===== src/rtl/bus_protocol_master_if.sv =====
// Bundle of upstream push and dValid/dAck bus signals for bus_protocol_master.
//   in_valid/in_data/in_ready : upstream byte push handshake
//   dValid/data/dAck          : byte bus toward the target
//   done/err_timeout/err_early: per-transfer outcome pulses
// master: the transmit block's view. slave: the producer/target/bench view.
interface bus_protocol_master_if;
  logic       in_valid;
  logic [7:0] in_data;
  logic       in_ready;
  logic       dValid;
  logic [7:0] data;
  logic       dAck;
  logic       done;
  logic       err_timeout;
  logic       err_early;

  modport master (
    input  in_valid, in_data, dAck,
    output in_ready, dValid, data, done, err_timeout, err_early
  );

  modport slave (
    output in_valid, in_data, dAck,
    input  in_ready, dValid, data, done, err_timeout, err_early
  );
endinterface


===== src/rtl/bus_protocol_master.sv =====
// Transmit master for the dValid/dAck byte bus.
// Bytes pushed upstream are queued in a DEPTH-entry FIFO and sent one per bus
// transfer. dValid stays high 3..5 sampled edges: a rising dAck seen at the
// 3rd..5th high sample ends the transfer (done), otherwise it times out after
// the 5th (err_timeout). dAck high on the first two high samples is flagged
// (err_early) and ignored. At least one idle edge separates transfers.
// Ports:
//   clk   : rising-edge clock
//   reset : asynchronous active-high reset; drops dValid, flushes the FIFO
//   bus   : bus_protocol_master_if.master (push handshake, bus, pulses)
module bus_protocol_master #(
  parameter int DEPTH = 4
) (
  input logic                   clk,
  input logic                   reset,
  bus_protocol_master_if.master bus
);
  localparam int             AW       = $clog2(DEPTH);
  localparam logic [AW:0]    FULL_CNT = (AW+1)'(DEPTH);

  typedef enum logic {IDLE, XFER} state_t;

  logic [7:0]    mem [DEPTH];
  logic [AW-1:0] wptr, rptr;
  logic [AW:0]   count;
  logic          push, pop;

  state_t        state;
  logic [2:0]    vcnt;      // index of the current high sample of dValid
  logic          ack_q;     // dAck at the previous edge, for rise detection
  logic          dvalid_q, done_q, to_q, early_q;
  logic [7:0]    data_q;

  assign bus.in_ready    = (count != FULL_CNT);
  assign bus.dValid      = dvalid_q;
  assign bus.data        = data_q;
  assign bus.done        = done_q;
  assign bus.err_timeout = to_q;
  assign bus.err_early   = early_q;

  assign push = bus.in_valid && bus.in_ready;
  // Only registered entries are popped, so a fresh push launches one edge later.
  assign pop  = (state == IDLE) && (count != '0);

  always_ff @(posedge clk) begin
    if (push) mem[wptr] <= bus.in_data;
  end

  always_ff @(posedge clk or posedge reset) begin
    if (reset) begin
      wptr  <= '0;
      rptr  <= '0;
      count <= '0;
    end else begin
      if (push) wptr <= wptr + 1'b1;
      if (pop)  rptr <= rptr + 1'b1;
      case ({push, pop})
        2'b10:   count <= count + 1'b1;
        2'b01:   count <= count - 1'b1;
        default: count <= count;
      endcase
    end
  end

  always_ff @(posedge clk or posedge reset) begin
    if (reset) begin
      state    <= IDLE;
      vcnt     <= '0;
      ack_q    <= 1'b0;
      dvalid_q <= 1'b0;
      data_q   <= 8'h00;
      done_q   <= 1'b0;
      to_q     <= 1'b0;
      early_q  <= 1'b0;
    end else begin
      done_q  <= 1'b0;
      to_q    <= 1'b0;
      early_q <= 1'b0;
      ack_q   <= bus.dAck;
      case (state)
        IDLE: begin
          if (pop) begin
            dvalid_q <= 1'b1;
            data_q   <= mem[rptr];
            vcnt     <= '0;
            state    <= XFER;
          end
        end
        XFER: begin
          if (vcnt < 3'd2) begin
            // Too early to acknowledge; report and keep the transfer going.
            if (bus.dAck) early_q <= 1'b1;
            vcnt <= vcnt + 3'd1;
          end else if (bus.dAck && !ack_q) begin
            dvalid_q <= 1'b0;
            done_q   <= 1'b1;
            state    <= IDLE;
          end else if (vcnt == 3'd4) begin
            // Byte is dropped, not retried.
            dvalid_q <= 1'b0;
            to_q     <= 1'b1;
            state    <= IDLE;
          end else begin
            vcnt <= vcnt + 3'd1;
          end
        end
        default: state <= IDLE;
      endcase
    end
  end
endmodule


===== src/flat_wrapper.sv =====
// flat-port wrapper written by rule: the top's interface ports become plain ports
module bus_protocol_master_flat 
#(
  parameter int DEPTH = 4
)
  (clk, reset, bus_in_valid, bus_in_data, bus_dAck, bus_in_ready, bus_dValid, bus_data, bus_done, bus_err_timeout, bus_err_early);
  bus_protocol_master_if bus_i ();
  input logic clk;
  input logic reset;
  input wire logic [$bits(bus_i.in_valid)-1:0] bus_in_valid;
  input wire logic [$bits(bus_i.in_data)-1:0] bus_in_data;
  input wire logic [$bits(bus_i.dAck)-1:0] bus_dAck;
  output wire logic [$bits(bus_i.in_ready)-1:0] bus_in_ready;
  output wire logic [$bits(bus_i.dValid)-1:0] bus_dValid;
  output wire logic [$bits(bus_i.data)-1:0] bus_data;
  output wire logic [$bits(bus_i.done)-1:0] bus_done;
  output wire logic [$bits(bus_i.err_timeout)-1:0] bus_err_timeout;
  output wire logic [$bits(bus_i.err_early)-1:0] bus_err_early;
  assign bus_i.in_valid = bus_in_valid;
  assign bus_i.in_data = bus_in_data;
  assign bus_i.dAck = bus_dAck;
  assign bus_in_ready = bus_i.in_ready;
  assign bus_dValid = bus_i.dValid;
  assign bus_data = bus_i.data;
  assign bus_done = bus_i.done;
  assign bus_err_timeout = bus_i.err_timeout;
  assign bus_err_early = bus_i.err_early;
  bus_protocol_master #(.DEPTH(DEPTH)) u_core (.clk(clk), .reset(reset), .bus(bus_i));
endmodule

===== config.mk =====
export PLATFORM = sky130hd
export DESIGN_NAME = bus_protocol_master_flat
export DESIGN_NICKNAME = d
export VERILOG_FILES = /design/src/rtl/bus_protocol_master_if.sv /design/src/rtl/bus_protocol_master.sv /design/src/flat_wrapper.sv
export SDC_FILE = /design/constraint.sdc
export NUM_CORES = 1
export LEC_CHECK = 0
export BUFFER_PORTS_ARGS = -buffer_cell sky130_fd_sc_hd__clkbuf_2
export CORE_MARGIN = 1.5
export CORE_UTILIZATION = 29
export CTS_CLUSTER_DIAMETER = 40
export CTS_CLUSTER_SIZE = 12
export DETAILED_ROUTE_END_ITERATION = 7
export PLACE_DENSITY_LB_ADDON = 0.15
export SETUP_SLACK_MARGIN = 0.1
export SLEW_MARGIN = 30
export SYNTH_ARGS = -nofsm -noshare
export SYNTH_HDL_FRONTEND = slang
export SYNTH_SLANG_ARGS = --single-unit

===== constraint.sdc =====
create_clock -name clk -period 2 [get_ports clk]
set_input_delay 0.5 -clock clk [delete_from_list [all_inputs] [get_ports clk]]
set_output_delay 0.5 -clock clk [all_outputs]
set_load 0.01 [all_outputs]

Yosys cells after proc, flatten, opt, wreduce, memory -nomap -nowiden
Memory sizes are Yosys's and may differ from the RTL's. A register that Yosys moved wholly into a read port is not among the register bits.
Index checks and enable logic that the tools add are counted.
{ "totals": {"register_bits": 16, "wordCells": 64, "output_inout_bits": 13, "mem_bits_rw": 32, "mem_count": 1, "inputBits": 12} }
{ "mem_list": {"columns": ["name", "depth", "word_bits", "rd", "rd_ports_with_merged_regs", "write_ports", "line", "rtl"], "rows": [
  ["u_core.mem", 4, 8, 1, 1, 1, "bus_protocol_master.sv:23", "logic [7:0] mem [DEPTH];"]
]} }
{ "classes": {"bitwise": 1, "muxes": 28, "eq_ne": 9, "n_reduce_logical": 9, "magnitude_cmp": 1, "addsub": 5} }
{ "ops": {"columns": ["operator", "count"], "rows": [
  ["$mux W1", 20],
  ["$mux W3", 4],
  ["$ne A3 B3 Y1 const B", 4],
  ["$pmux W3 S2", 2],
  ["$add A3 B1 Y3 const B", 2],
  ["$reduce_and A3 Y1", 2],
  ["$add A2 B1 Y2 const B", 2],
  ["$pmux W1 S2", 2],
  ["$eq A3 B3 Y1 const B", 1],
  ["$logic_and A1 B1 Y1", 3],
  ["$lt A3 B2 Y1 const B", 1],
  ["$reduce_bool A3 Y1", 1],
  ["$sub A3 B1 Y3 const B", 1],
  ["$eq A2 B1 Y1 const B", 1],
  ["$eq A2 B2 Y1 const B", 1],
  ["$ne A2 B1 Y1 const B", 1],
  ["$ne A2 B2 Y1 const B", 1],
  ["$reduce_and A2 Y1", 1],
  ["$reduce_bool A2 Y1", 1],
  ["$logic_not A1 Y1", 1],
  ["$not A1 Y1", 1]
]} }

Longest topological paths before layout
{ "logic_depth": {"word_depth": 5, "mapped_depth": 10, "depth_no_buf": 10} }

Least setup slack after synthesis
OpenSTA, ideal clock, no wires.
{ "synth_timing": {"kind": "reg-to-reg", "start": "register u_core.count[0]", "end": "register u_core.count[2]", "n_path_buf": 0, "t_required_ns": 1.921, "arrival_ns": 1.984, "setup_time_ns": 0.079, "stages_incl_launch_ff": 11, "synth_period_minus_slack_ns": 2.063, "slack_ns": -0.063, "path_cell_list": "dfrtp_1 inv_1 nand3_1 and2_1 inv_1 ha_1 inv_1 fa_1 xor2_1 nor2_1 xor2_1"} }
{ "synth_between": {"elab_chain_cells": 4, "word_cells_on_any_way": 10, "classes_between": "2 x add/sub; 3 x eq/ne; 1 x mux; 4 x reduce/logical"} }
{ "synth_rtl": {"columns": ["item", "line", "rtl"], "rows": [
  ["start: declaration", "bus_protocol_master.sv:25", "logic [AW:0] count;"],
  ["start signal: assignment", "bus_protocol_master.sv:58", "2'b10: count <= count + 1'b1;"],
  ["start signal: assignment", "bus_protocol_master.sv:59", "2'b01: count <= count - 1'b1;"],
  ["start signal: assignment", "bus_protocol_master.sv:60", "default: count <= count;"],
  ["$ne A3 B3 Y1 (*)", "bus_protocol_master.sv:34", "assign bus.in_ready = (count != FULL_CNT);"],
  ["named net bus_in_ready", "flat_wrapper.sv:13", "output wire logic [$bits(bus_i.in_ready)-1:0] bus_in_ready;"],
  ["$logic_and A1 B1 Y1 (*)", "bus_protocol_master.sv:41", "assign push = bus.in_valid && bus.in_ready;"],
  ["$eq A2 B1 Y1 / $eq A2 B2 Y1 (equally long branches)", "bus_protocol_master.sv:57", "case ({push, pop})"],
  ["$pmux W3 S2 / $reduce_bool A2 Y1 (equally long branches)", null, null]
]} }
Mark *: on every way through the listed nets, which the timed path passes. The rest lies on a longest branch.
A chain may end at the register's enable or synchronous reset.

Worst setup path after layout
{ "layout_timing": {"start": "register u_core.count[1]", "end": "register u_core.count[2]"} }
{ "layout_between": {"elab_chain_cells": 4, "word_cells_on_any_way": 10, "classes_between": "2 x add/sub; 3 x eq/ne; 1 x mux; 4 x reduce/logical"} }
{ "layout_rtl": {"columns": ["item", "line"], "rows": [
  ["$ne A3 B3 Y1 / $reduce_bool A3 Y1 (equally long branches)", "bus_protocol_master.sv:34, bus_protocol_master.sv:43"],
  ["$logic_and A1 B1 Y1, on equally long branches", "bus_protocol_master.sv:41, bus_protocol_master.sv:43"],
  ["$eq A2 B1 Y1 / $eq A2 B2 Y1 (equally long branches)", "bus_protocol_master.sv:57"],
  ["$pmux W3 S2 / $reduce_bool A2 Y1 (equally long branches)", null]
]} }
Several ways; a longest one is shown, not always the timed one.

==> results by group <==
Die
  • I/O Pins: 25
  • # rows: 32
  • Overall die height: around 91 µm
  • Die span in x: ~90 µm
  • Die ar.: about 0.0083 mm²
  • Initial Utilization: 29.6%
  • Core region area: around 0.0076 mm²

Detailed routing
  • Via-per-instance ratio: about 4.4
  • Iteration-0 DRC Markers: 33
  • Count of nets left with antenna violations after detail routing: 0
  • Routed wire length per instance: ~15 µm
  • Total iterations of the first detailed-routing run: 4
  • Sum of routed wire length over all layers: slightly above 4000 µm
  • Detailed-route DRC error count: 0
  • Vias post-DR: between 1000 and 1500

Clock tree
  • Maximum level of the CTS H-tree: 2
  • Clk pin slew, worst setup/hold paths: 0.10 ns
  • Sink count of the clock tree: 56
  • Skew-Pair Late Insertion Delay: 0.31 ns
  • Largest buffer count on any clock path: 2
  • Number of clock buffers inserted by TritonCTS: 5
  • Root Buffer Master: sky130_fd_sc_hd__clkbuf_8
  • TritonCTS clock tree: built
  • # hold bufs at CTS: 0

Synth
  • Sequential-to-total area share from yosys stat: 69.0%
  • Post-Synthesis Cells: 136
  • Register bit total from synthesis: 56
  • Post-synthesis async set-or-reset flop share: between 40 and 50%
  • Top_reg_cell synth: sky130_fd_sc_hd__edfxtp_1
  • Number of flops mapped to enable cells by yosys: 32
  • Cell area after synthesis: 0.00226 mm²
  • Net Count, Synth: 156
  • Number of library cell types mapped by synthesis: 29
  • Mapped Avg Cell Area: 16.7 µm²
  • Number of synthesis warnings: 0

Final layout
  • Reg area: ~0.0016 mm²
  • Synthesis-to-finish area growth: 19.4%
  • Number of fill cells in the layout: 754
  • Post-route insts no fill: 277
  • Commonest non-fill, non-tap cell in the layout: sky130_fd_sc_hd__edfxtp_1
  • Most frequent cells in the layout: sky130_fd_sc_hd__edfxtp_1, sky130_fd_sc_hd__clkbuf_2, sky130_fd_sc_hd__dfrtp_1
  • Layout cell share with drive strength beyond 1: between 40% and 50%
  • Ant diodes: 0
  • Net count of the finished layout: 194
  • Area of the multi-input gates: 679 µm²

STA
  • Skew final: about 0.011 ns
  • Total count of hold-check failures in the final report: 0
  • Post-route setup TNS: 0 ns
  • Final Max Tran Viols: 0
  • Post-layout min period: 1.81 ns
  • Transition time at the pin with the least slew margin: approximately 0.53 ns
  • Period utilization: about nine tenths
  • Final count of negative-setup-slack endpoints: 0
  • Slew headroom: 64.6%
  • Setup repair after global routing missed its margin: false
  • Peak Freq: 0.552 GHz

Critical path
  • Worst reg2reg path depth: 10
  • Endpoint kind of the worst setup timing path: flop
  • Type of the worst setup path: flop to flop
  • Endpoint required time on the critical path: 2.23 ns
  • Critical path data arrival time: 2.04 ns
  • Worst r2r dst: u_core.count[2]
  • Slack of the worst reg-to-reg path: 0.19 ns
  • Critical path fanouts, max: 2
  • CP startpoint kind: flop
  • Critical R2R Launch: u_core.count[1]

Global route
  • Total global-route track usage: 10.6%
  • Total congestion overflow: 0
  • Vias in the first global route: ~1300
  • Pin count of the biggest net entering global routing: 25
  • Global-route wire length before repair: 6560 µm
  • Number of antenna violations at the first check in global routing: 0

Run
  • Number of maximum-capacitance violations: 0

Placement
  • GPL Wtd Cong: 0.752
  • Detail Placement HPWL: 2690 µm
  • Dpl cells: 264
  • Buffers added on ports: 24

Min path
  • Class of the most critical hold timing path: input pin to asynchronous set/reset pin

Status
  • Run status: completed

Power and ir drop
  • Power density relative to cell area: 1480 mW/mm²
  • Cell leakage power: 0.00109 µW
  • Worst vdd rail ir drop: 0.000374 V
==> worst max-delay path, cell delays in order, from the launching register on <==
cell and delay (ns):
sky130_fd_sc_hd__dfrtp_1 0.40, sky130_fd_sc_hd__inv_2 0.09, sky130_fd_sc_hd__nand3_4 0.07, sky130_fd_sc_hd__and2_4 0.15, sky130_fd_sc_hd__inv_4 0.05, sky130_fd_sc_hd__ha_4 0.13
sky130_fd_sc_hd__inv_2 0.03, sky130_fd_sc_hd__fa_2 0.33, sky130_fd_sc_hd__xor2_1 0.17, sky130_fd_sc_hd__nor2_1 0.13, sky130_fd_sc_hd__xor2_1 0.17
==> repair_timing <==
action                                  in CTS  in global routing
gates cloned                                 0                  0
resized for setup                            1                  4
setup buffers                                3                  3
endpoints found under the setup margin       1                  2
pin swaps                                    3                  8
==> report_power, final <==
| part | switching, µW | internal (µW) |
|---|---|---|
| clock network | 376 | 252 |
| logic | 738 | 792 |
| registers | 246 | 1600 |
==> final cells by class <==
class                   count  area share (%)
multi-input cells          66            25.1
repair buffers             35            7.50
inverters                  10            1.48
well taps                 102            4.72
flip-flops and latches     56            57.8
clock inverters             3           0.833
clock buffers               5            2.55
==> flip-flops by register name (all words and copies together), names as in the netlist <==
signal and cells:
u_core.bus.err_timeout 1, u_core.state 1, u_core.rptr 2, u_core.mem 32
u_core.wptr 2, u_core.bus.dValid 1, u_core.count 3, u_core.bus.done 1
u_core.bus.err_early 1, u_core.bus.data 8, u_core.ack_q 1, u_core.vcnt 3
==> worst max path at each step <==
stage	from	to	slack (ns)	cells past startpoint
2_1_floorplan	u_core.count[0]	u_core.count[2]	0.11	10
3_3_place_gp	bus_in_valid	u_core.count[2]	0.1	9
3_5_place_dp	bus_in_valid	u_core.count[2]	0.03	9
4_1_cts	u_core.count[1]	u_core.count[1]	0.09	8
5_1_grt	u_core.count[1]	u_core.count[2]	0.09	10
6_report	u_core.count[1]	u_core.count[2]	0.19	10
==> cells by family after synthesis <==
group           synth area share [%]
buf+inv                         2.87
mux                             13.0
xor+xnor                        2.32
fa+ha+maj                       4.75
compound gates                  2.98
simple gates                    5.08
flops                           69.0
==> cell usage after synthesis (all sizes together) (2+ instances only) <==
cell type / instances / area, µm²
xnor2: 3 / 26.3
mux2: 9 / 105
nand2: 6 / 22.5
mux4: 8 / 180
xor2: 3 / 26.3
and3: 4 / 25.0
nor3: 2 / 15.0
buf: 3 / 23.8
nor2: 7 / 28.8
inv: 10 / 37.5
ha: 7 / 87.6
o2bb2ai: 2 / 17.5
o21ai: 3 / 15.0
a21oi: 4 / 20.0
nand3: 2 / 10.0
dfrtp: 24 / 601
edfxtp: 32 / 961
==> through the flow <==
| stage | hold slack, ns | util (%) | total power [µW] | instance area, µm² | setup WS [ns] |
|---|---|---|---|---|---|
| final | 0.213 | 35.4 | 4010 | 2700 | 0.189 |
| after global routing | 0.246 | 35.4 | 4300 | 2700 | 0.0929 |
| after detailed placement | 0.497 | 33.5 | 3340 | 2560 | 0.0328 |
| after CTS | 0.220 | 35.0 | 4010 | 2680 | 0.0909 |
| after floorplan | 0.484 | - | 2880 | 2300 | 0.106 |
| after global placement | 0.492 | 33.5 | 3270 | 2560 | 0.0999 |
==> per-layer routing <==
metal / vias up / share of wire, % / global-route usage [%]
li1: 566 / - / -
met3: 4 / 3.5 / 2.85
met5: - / 0 / 0
met1: 618 / 43 / 12.7
met4: 0 / 1.2 / 4.04
met2: 23 / 52 / 18.0
No activity file was read; power rests on OpenSTA's default activity.
